--- src/rtl/pmem_burst_bridge_pkg.sv ---
// -----------------------------------------------------------------------------
// rv32i_types (pmem burst bridge slice)
//
// Purpose : shared types for the cache-side physical-memory line interface
//           and the 64-bit burst bridge that serves it.
// Contents: pmem_line_t         - one 256-bit cache line (byte 0 in [7:0])
//           pmem_beat_t         - one 64-bit downstream beat
//           pmem_bridge_state_t - bridge FSM states
//           PMEM_BEATS / PMEM_BEAT_IDX_W - beats per line and index width
// -----------------------------------------------------------------------------
package rv32i_types;

   typedef logic [255:0] pmem_line_t;
   typedef logic [63:0]  pmem_beat_t;

   typedef enum logic [1:0] {
      IDLE,
      READ,
      WRITE,
      RESP
   } pmem_bridge_state_t;

   localparam int unsigned PMEM_BEATS      = 4;
   localparam int unsigned PMEM_BEAT_IDX_W = 2;

endpackage

--- src/rtl/burst_line_buffer.sv ---
// -----------------------------------------------------------------------------
// burst_line_buffer
//
// Purpose : one 256-bit line register that can be loaded whole (write
//           capture) or one 64-bit lane at a time (read assembly), with a
//           combinational lane-select output for streaming write beats.
// Ports   : clk, reset    - clock, asynchronous active-high reset
//           load_line_i   - load line_i into the whole register
//           line_i        - full line to capture
//           load_lane_i   - load lane_i into lane lane_idx_i
//           lane_idx_i    - lane written by load_lane_i
//           lane_i        - beat data for the lane load
//           sel_idx_i     - lane presented on lane_o
//           line_o        - registered line contents
//           lane_o        - lane sel_idx_i of the register (combinational)
// -----------------------------------------------------------------------------
module burst_line_buffer
   import rv32i_types::*;
(
   input  logic                       clk,
   input  logic                       reset,
   input  logic                       load_line_i,
   input  pmem_line_t                 line_i,
   input  logic                       load_lane_i,
   input  logic [PMEM_BEAT_IDX_W-1:0] lane_idx_i,
   input  pmem_beat_t                 lane_i,
   input  logic [PMEM_BEAT_IDX_W-1:0] sel_idx_i,
   output pmem_line_t                 line_o,
   output pmem_beat_t                 lane_o
);

   pmem_line_t data_q;

   // NOTE: this line store is a plain register, not a RAM, so it is cleared
   // by reset; that is what makes an aborted partial line read back as zero.
   always_ff @(posedge clk or posedge reset) begin
      if (reset) begin
         data_q <= '0;
      end else if (load_line_i) begin
         data_q <= line_i;
      end else if (load_lane_i) begin
         // Lane k occupies bits [64k+63 : 64k]; {idx, 6'b0} is 64*idx.
         data_q[{lane_idx_i, 6'b0} +: 64] <= lane_i;
      end
   end

   assign line_o = data_q;
   assign lane_o = data_q[{sel_idx_i, 6'b0} +: 64];

endmodule

--- src/rtl/pmem_burst_bridge.sv ---
// -----------------------------------------------------------------------------
// pmem_burst_bridge
//
// Purpose : responder for the cache's 256-bit pmem line interface. Each line
//           read or write becomes four in-order 64-bit beats on the bmem
//           port; a single pmem_resp pulse completes the transaction.
// Ports   : clk, reset             - clock, asynchronous active-high reset
//           pmem_address[31:0]     - line address (bits [4:0] ignored)
//           pmem_read / pmem_write - line requests, held until pmem_resp
//           pmem_wdata[255:0]      - line to write
//           pmem_rdata[255:0]      - assembled read line (registered)
//           pmem_resp              - one-cycle completion pulse
//           bmem_address[31:0]     - beat address {line, beat, 3'b000}
//           bmem_read / bmem_write - beat requests
//           bmem_wdata[63:0]       - current write beat
//           bmem_rdata[63:0]       - read beat, valid with bmem_resp
//           bmem_resp              - beat completion, one pulse per beat
// -----------------------------------------------------------------------------
module pmem_burst_bridge
   import rv32i_types::*;
#(
   parameter int unsigned s_offset = 5,
   parameter int unsigned s_line   = 256,
   parameter int unsigned s_beat   = 64
)
(
   input  logic              clk,
   input  logic              reset,
   input  logic [31:0]       pmem_address,
   input  logic              pmem_read,
   input  logic              pmem_write,
   input  logic [s_line-1:0] pmem_wdata,
   output logic [s_line-1:0] pmem_rdata,
   output logic              pmem_resp,
   output logic [31:0]       bmem_address,
   output logic              bmem_read,
   output logic              bmem_write,
   output logic [s_beat-1:0] bmem_wdata,
   input  logic [s_beat-1:0] bmem_rdata,
   input  logic              bmem_resp
);

   localparam int unsigned LINE_W = 32 - s_offset;
   localparam int unsigned BYTE_W = $clog2(s_beat / 8);
   localparam logic [PMEM_BEAT_IDX_W-1:0] LAST_BEAT = PMEM_BEAT_IDX_W'(PMEM_BEATS - 1);

   pmem_bridge_state_t          state_q, state_d;
   logic [PMEM_BEAT_IDX_W-1:0] beat_q, beat_d;
   logic [LINE_W-1:0]          line_q, line_d;

   logic wr_capture;   // load the whole write line on acceptance
   logic rd_lane_load; // store bmem_rdata into lane beat_q

   pmem_line_t unused_wr_line;
   pmem_beat_t unused_rd_lane;
   logic       unused_offset;

   // The line offset never reaches the downstream port.
   assign unused_offset = ^pmem_address[s_offset-1:0];

   // NOTE: state is updated with non-blocking assignments only, so every
   // register samples the pre-edge value of every other register.
   always_ff @(posedge clk or posedge reset) begin
      if (reset) begin
         state_q <= IDLE;
         beat_q  <= '0;
         line_q  <= '0;
      end else begin
         state_q <= state_d;
         beat_q  <= beat_d;
         line_q  <= line_d;
      end
   end

   // NOTE: every signal driven here gets a default first, so no path through
   // the case leaves one unassigned and no latch is inferred.
   always_comb begin
      state_d      = state_q;
      beat_d       = beat_q;
      line_d       = line_q;
      wr_capture   = 1'b0;
      rd_lane_load = 1'b0;

      unique case (state_q)
         IDLE: begin
            // Write takes priority; a simultaneous read waits for the cache
            // to present it again after this write completes.
            if (pmem_write) begin
               state_d    = WRITE;
               line_d     = pmem_address[31:s_offset];
               beat_d     = '0;
               wr_capture = 1'b1;
            end else if (pmem_read) begin
               state_d = READ;
               line_d  = pmem_address[31:s_offset];
               beat_d  = '0;
            end
         end
         READ: begin
            if (bmem_resp) begin
               rd_lane_load = 1'b1;
               beat_d       = beat_q + 1'b1;
               if (beat_q == LAST_BEAT) state_d = RESP;
            end
         end
         WRITE: begin
            if (bmem_resp) begin
               beat_d = beat_q + 1'b1;
               if (beat_q == LAST_BEAT) state_d = RESP;
            end
         end
         RESP: begin
            state_d = IDLE;
         end
         default: begin
            state_d = IDLE;
         end
      endcase
   end

   // Outputs decode straight from registered state, so reset clears them at
   // once without waiting for a clock edge.
   assign bmem_read    = (state_q == READ);
   assign bmem_write   = (state_q == WRITE);
   assign pmem_resp    = (state_q == RESP);
   assign bmem_address = {line_q, beat_q, {BYTE_W{1'b0}}};

   // Separate buffers keep pmem_rdata intact across write transactions.
   burst_line_buffer u_wr_buf (
      .clk         (clk),
      .reset       (reset),
      .load_line_i (wr_capture),
      .line_i      (pmem_wdata),
      .load_lane_i (1'b0),
      .lane_idx_i  ('0),
      .lane_i      ('0),
      .sel_idx_i   (beat_q),
      .line_o      (unused_wr_line),
      .lane_o      (bmem_wdata)
   );

   burst_line_buffer u_rd_buf (
      .clk         (clk),
      .reset       (reset),
      .load_line_i (1'b0),
      .line_i      ('0),
      .load_lane_i (rd_lane_load),
      .lane_idx_i  (beat_q),
      .lane_i      (bmem_rdata),
      .sel_idx_i   ('0),
      .line_o      (pmem_rdata),
      .lane_o      (unused_rd_lane)
   );

endmodule
--- config.mk ---
export PLATFORM = sky130hd
export DESIGN_NAME = pmem_burst_bridge
export DESIGN_NICKNAME = d
export VERILOG_FILES = /design/src/rtl/pmem_burst_bridge_pkg.sv /design/src/rtl/burst_line_buffer.sv /design/src/rtl/pmem_burst_bridge.sv
export SDC_FILE = /design/constraint.sdc
export NUM_CORES = 1
export LEC_CHECK = 0
export BUFFER_PORTS_ARGS = -buffer_cell sky130_fd_sc_hd__buf_2
export CAP_MARGIN = 20
export CORE_AREA = 10 10 267 269
export CTS_BUF_LIST = sky130_fd_sc_hd__clkbuf_8 sky130_fd_sc_hd__clkbuf_16
export DETAILED_ROUTE_END_ITERATION = 10
export DIE_AREA = 0 0 277 279
export GPL_TIMING_DRIVEN = 0
export SYNTH_ARGS = -nofsm -noshare
export SYNTH_HDL_FRONTEND = slang
export SYNTH_SLANG_ARGS = --single-unit
export TNS_END_PERCENT = 1
--- constraint.sdc ---
create_clock -name clk -period 52.6 [get_ports clk]
set_clock_uncertainty 0.2 [all_clocks]
set_input_delay 10.52 -clock clk [delete_from_list [all_inputs] [get_ports clk]]
set_output_delay 10.52 -clock clk [all_outputs]
set_load 0.05 [all_outputs]
==> results.py, run 1 <==
metrics = {
    "synth": {
        "synth_mux_area_frac": 0.217,
        "yosysSeqAreaShare": 0.632,
        "synthXorXnorAreaFrac": 0,
        "synthAdderAreaFrac": 0.00698,
        "synth_area_sq_mm": 0.0215,
        "yosys.area_share.simple": 0.00820,
        "synth-edff-count": 0,
        "ys.warnings.count": 0,
        "ys_ff_latch": 543,
        "synth_compound_area_frac": 0.109,
        "synth_cell_types": 28,
        "synth_flop_cell": "dfrtp_1",
        "synthCells": 1296,
        "ys_async_sr_fraction": 1.00,
        "synth_top_family_by_area": "multiplexers",
        "avgSynthCellArea_sq_um": 16.6,
    },
    "clock_network": {
        "cts_buffer_depth": 3,
        "clk_latency_ps": 600,
        "numCtsBuffers": 59,
        "cts_root_buf": "clkbuf_16",
        "cts_hold_buffers": 0,
        "cts_setup_buffers": 0,
        "tritoncts": "yes",
        "cts-resized-gates": 0,
        "clk_pin_slew_ps": 60,
        "cts_num_sinks": 543,
        "cts_max_level": 2,
    },
    "sta": {
        "whs_ps": 294,
        "timing.final.setup_violations": 0,
        "fin_setup_tns_ps": 0,
        "timing.final.crit_share": 0.264,
        "drv_slew": 0,
        "rsz0062_at_grt": "no",
        "tightest_slew_ps": 1100,
        "fmax_ghz": 0.0721,
        "hold_viol": 0,
        "relSlewSlack": 0.260,
        "min_period_ps": 13860,
    },
    "cells_and_area": {
        "nFillCells": 6054,
        "area.growth.synth_to_final_pct": 31.4,
        "fin_nets": 2435,
        "multi_input_area_sq_mm": 0.00735,
        "seqCellArea_sq_mm": 0.0136,
        "drive_above_1_share": 0.608,
    },
    "worst_setup_path": {
        "crit_required_ps": 41880,
        "crit_chain": "clkbuf_1 > buf_1 > mux4_2 > buf_2",
        "setup.worst_path.start_class": "flop",
        "cp-end-kind": "primary output",
        "critPathBufInv": 3,
        "crit_slowest_cell": "buf_1",
        "slowest_delay_ps": 680,
        "arrival_ps": 3140,
        "critPathMaxFanout": 10,
        "path_class": "flop to primary output",
        "crit_family": "buffers and inverters",
    },
    "pwr": {
        "vdd_drop_max_mv": 0.0458,
        "power.static_leakage_nw": 14.2,
        "totalPowerFinal_mw": 1.86,
        "power_density_mw_per_mm2": 65.8,
    },
    "floorplanning": {
        "ioPinCount": 712,
        "rows": 94,
        "start_util": 0.328,
        "die-width_um": 277,
        "dieArea_sq_mm": 0.0773,
        "die_y_um": 279,
        "core-area_sq_mm": 0.0656,
    },
    "placed_design": {
        "dp.final_hpwl_mm": 62.9,
        "place.gp.congestion": 0.903,
        "numPortBuffers": 702,
    },
    "drt": {
        "drt_iter0_drc": 931,
        "first_pass_iters": 5,
        "viasPerCell": 5.13,
        "drc_errors": 0,
        "post_drt_wl_per_cell_um": 26.8,
        "routed_wirelength_mm": 80.1,
        "ant_nets": 0,
        "route.vias.total": 15350,
    },
    "grt": {
        "antenna_found_initial": 35,
        "grt_remaining_overflow": 0,
        "grt_pass1_wl_mm": 117,
        "grt_max_degree": 129,
        "track_usage": 0.199,
        "grt_pass1_vias": 16701,
    },
    "min_path": {
        "hold_path.class": "flop to flop",
    },
    "flow_run": {
        "maxCapViolCount": 0,
    },
    "outcome": {
        "status": "completed",
    },
}
placed cells by master (no fill, tap or decap), types with 4 or more instances in the layout:
master	n
mux4_2	64
diode_2	11
buf_6	12
clkinv_2	13
a22o_2	55
nand3_1	4
inv_1	13
clkbuf_16	60
nand2_1	8
clkbuf_8	22
dfrtp_1	543
mux2_2	285
ha_1	12
clkbuf_1	35
buf_2	746
buf_4	8
a22o_1	201
buf_16	4
per-stage QoR:
stage,utilization,cells,worst slack [ps],instance area (sq um)
6_report,0.431,2990,38740,28300
5_1_grt,0.430,2986,38560,28200
4_1_cts,0.430,2979,38580,28200
3_5_place_dp,0.400,2869,39270,26200
3_3_place_gp,0.398,2864,21330,26100
2_1_floorplan,-,1298,26700,21500
area by class of cell:
cell class                 instances  share of cell area
buffer                           100              0.0195
inverter                           7             0.00120
clock inverter                    28             0.00660
multi-input combinational        648               0.260
timing repair buffer             707               0.129
clock buffer                      82              0.0639
sequential                       543               0.481
tap                              864              0.0383
antenna                           11            0.000974
cells in the mapped netlist (all sizes together), types with 2 or more instances:
cell / n / share of area
o21ai: 2 / 0.00064
nand3: 4 / 0.00093
mux2: 285 / 0.15
a22o: 256 / 0.11
dfrtp: 543 / 0.63
nor4: 4 / 0.0033
nor2: 2 / 0.00035
mux2i: 2 / 0.00093
nand2b: 2 / 0.00093
clkbuf: 35 / 0.0061
ha: 12 / 0.0070
inv: 7 / 0.0012
mux4: 64 / 0.067
nand2: 8 / 0.0014
buf: 65 / 0.019
cells by family after synthesis:
logic type,Yosys count
other cells,1
compound gates,260
mux,351
buf+inv,107
fa+ha+maj,12
flops,543
simple gates,22
worst paths after layout:
kind                                                  start  slack, ps                          endpoint  depth (start not counted)
hold / removal             u_rd_buf.line_o[203]$_DFFE_PP0P_        290  u_rd_buf.line_o[203]$_DFFE_PP0P_                          1
setup reg to reg                      beat_q[1]$_DFFE_PP0P_      48170  u_rd_buf.line_o[218]$_DFFE_PP0P_                          8
setup / recovery                      beat_q[1]$_DFFE_PP0P_      38740                    bmem_wdata[58]                          4
hold reg to reg            u_rd_buf.line_o[203]$_DFFE_PP0P_        290  u_rd_buf.line_o[203]$_DFFE_PP0P_                          1
min in group asynchronous                             reset       9750  u_rd_buf.line_o[226]$_DFFE_PP0P_                          2
max in group asynchronous                             reset      40950  u_rd_buf.line_o[145]$_DFFE_PP0P_                          4
layer usage:
| metal | GRT usage | vias to the layer above | share of wire | routed length, um |
|---|---|---|---|---|
| met5 | 0 | - | 0.0032 | 257 |
| met4 | 0.0647 | 42 | 0.030 | 2390 |
| met3 | 0.0739 | 165 | 0.086 | 6910 |
| met2 | 0.345 | 635 | 0.51 | 40500 |
| met1 | 0.223 | 8024 | 0.38 | 30000 |
| li1 | - | 6484 | - | - |
flip-flops by register name, summed over array words and instances (netlist names):
register / count
beat_q: 2
line_q: 27
state_q: 2
u_rd_buf.line_o: 256
u_wr_buf.line_o: 256
power by group:
| part | switching (mW) | internal (mW) | total (mW) |
|---|---|---|---|
| Combinational | 0.525 | 0.284 | 0.809 |
| Clock | 0.176 | 0.239 | 0.415 |
| Sequential | 0.0764 | 0.559 | 0.636 |
worst register-to-register path, delay by kind of cell (launching register included):
kind / cells / cell delay, ps
AO/OA/AOI/OAI: 1 / 230
adder cells (fa/ha/maj): 1 / 480
buffers and inverters: 4 / 2270
flip-flops: 1 / 520
AND/OR/NAND/NOR: 2 / 650
No activity file was read; power rests on OpenSTA's default activity.
==> inputs of run 2 (changes only) <==
==> constraint.sdc (replaced) <==
create_clock -name clk -period 14.1 [get_ports clk]
set_clock_uncertainty 0.2 [all_clocks]
set_input_delay 2.82 -clock clk [delete_from_list [all_inputs] [get_ports clk]]
set_output_delay 2.82 -clock clk [all_outputs]
set_load 0.05 [all_outputs]
==> results.py, run 2 (synthesized netlist as in run 1, its figures left out) <==
metrics = {
    "sta": {
        "relSlewSlack": 0.260,
        "fin_setup_tns_ps": 0,
        "timing.final.crit_share": 0.441,
        "timing.final.setup_violations": 0,
        "rsz0062_at_grt": "no",
        "drv_slew": 0,
        "min_period_ps": 6210,
        "hold_viol": 0,
        "fmax_ghz": 0.161,
        "tightest_slew_ps": 1100,
    },
    "grt": {
        "grt_pass1_wl_mm": 119,
        "grt_max_degree": 42,
        "grt_remaining_overflow": 0,
        "grt_pass1_vias": 16757,
        "track_usage": 0.205,
        "antenna_found_initial": 52,
    },
    "flow_run": {
        "maxCapViolCount": 0,
    },
    "cells_and_area": {
        "area.growth.synth_to_final_pct": 32.3,
        "multi_input_area_sq_mm": 0.00735,
        "drive_above_1_share": 0.605,
        "fin_nets": 2446,
        "final_util": 0.434,
        "seqCellArea_sq_mm": 0.0136,
        "layout_common_cells": "747 x buf_2, 543 x dfrtp_1, 285 x mux2_2",
        "layout_commonest_cell": "buf_2",
        "nFillCells": 6034,
        "instances_no_fill": 3015,
    },
    "clock_network": {
        "cts_setup_buffers": 0,
        "cts_root_buf": "clkbuf_16",
        "cts_buffer_depth": 3,
        "cts_hold_buffers": 0,
        "clk_latency_ps": 610,
        "cts-resized-gates": 0,
        "numCtsBuffers": 58,
        "clk_pin_slew_ps": 60,
        "cts_max_level": 2,
        "tritoncts": "yes",
        "cts_num_sinks": 543,
    },
    "floorplanning": {
        "dieArea_sq_mm": 0.0773,
        "ioPinCount": 712,
        "core-area_sq_mm": 0.0656,
        "die-width_um": 277,
        "rows": 94,
        "die_y_um": 279,
        "start_util": 0.328,
    },
    "drt": {
        "route.vias.total": 15610,
        "ant_nets": 0,
        "first_pass_iters": 5,
        "viasPerCell": 5.18,
        "post_drt_wl_per_cell_um": 27.3,
        "drt_iter0_drc": 1047,
        "routed_wirelength_mm": 82.2,
        "drc_errors": 0,
    },
    "placed_design": {
        "numPortBuffers": 702,
        "placed_cells": 2880,
        "place.gp.congestion": 0.900,
        "dp.final_hpwl_mm": 65.1,
    },
    "min_path": {
        "hold_path.class": "flop to flop",
    },
    "pwr": {
        "power.static_leakage_nw": 14.3,
        "vdd_drop_max_mv": 0.176,
        "power_density_mw_per_mm2": 245,
    },
    "worst_setup_path": {
        "critPathBufInv": 3,
        "cp-end-kind": "primary output",
        "crit_chain": "clkbuf_1 > buf_1 > mux4_2 > buf_2",
        "arrival_ps": 3190,
        "path_class": "flop to primary output",
        "crit_slowest_cell": "buf_1",
        "crit_family": "buffers and inverters",
        "crit_required_ps": 11080,
        "rrSetupSlack_ps": 9610,
        "critPathMaxFanout": 10,
        "setup.worst_path.start_class": "flop",
        "slowest_delay_ps": 740,
    },
    "outcome": {
        "status": "completed",
    },
}
==> run 2: cell types whose count changed in the layout (fill, tap and decap cells not counted) <==
cell	change
clkinv_2	-5
inv_8	-1
diode_2	+16
clkbuf_16	-2
inv_6	+1
buf_2	+1
buf_8	+1
bufinv_16	+5
clkdlybuf4s18_2	-1
buf_12	+14
clkbuf_8	-11
buf_16	-3
inv_1	+10
==> run 2: routing by layer <==
| metal | vias to the layer above | wire [um] | track usage |
|---|---|---|---|
| li1 | 6529 | - | - |
| met1 | 8203 | 30300 | 0.230 |
| met2 | 663 | 41200 | 0.351 |
| met3 | 167 | 7860 | 0.0829 |
| met4 | 48 | 2500 | 0.0672 |
| met5 | - | 281 | 0 |
==> run 2: area by class of cell <==
type,instances,area share
antenna,27,0.00237
buffer,100,0.0193
clock buffer,69,0.0563
clock inverter,38,0.0123
inverter,7,0.00106
multi-input combinational,648,0.258
sequential,543,0.477
tap,864,0.0380
timing repair buffer,719,0.135
==> run 2: worst paths after layout <==
check | start | endpoint | depth (start not counted)
worst max-delay path | beat_q[1]$_DFFE_PP0P_ | bmem_wdata[59] | 4
worst min-delay path | line_q[18]$_DFFE_PP0P_ | line_q[18]$_DFFE_PP0P_ | 1
worst max register to register | beat_q[1]$_DFFE_PP0P_ | u_rd_buf.line_o[134]$_DFFE_PP0P_ | 8
worst min register to register | line_q[18]$_DFFE_PP0P_ | line_q[18]$_DFFE_PP0P_ | 1
max in group asynchronous | reset | u_rd_buf.line_o[26]$_DFFE_PP0P_ | 7
min in group asynchronous | reset | u_wr_buf.line_o[53]$_DFFE_PP0P_ | 2
==> run 2: worst register-to-register path, stage by stage, from the launching register on <==
cell	delay, ps
dfrtp_1	550
clkbuf_1	610
buf_1	740
inv_1	320
ha_1	560
nand2b_4	120
nor4_4	910
buf_6	280
a22o_2	160
==> run 2: through the flow <==
| stage | total power, mW | cell area [sq um] | setup WS (ps) | hold WS (ps) |
|---|---|---|---|---|
| 2_1_floorplan | 4.59 | 21500 | 3690 | 274 |
| 3_3_place_gp | 5.39 | 26100 | 813 | 282 |
| 3_5_place_dp | 5.46 | 26400 | 8370 | 285 |
| 4_1_cts | 7.03 | 28400 | 7700 | 301 |
| 5_1_grt | 7.27 | 28400 | 7680 | 309 |
| 6_report | 6.96 | 28500 | 7890 | 298 |
==> run 2: where the power goes <==
group	switching [mW]	internal (mW)	leakage, nW
Sequential	0.286	2.09	6.93
Clock	0.652	0.900	1.03
Combinational	1.97	1.07	6.31
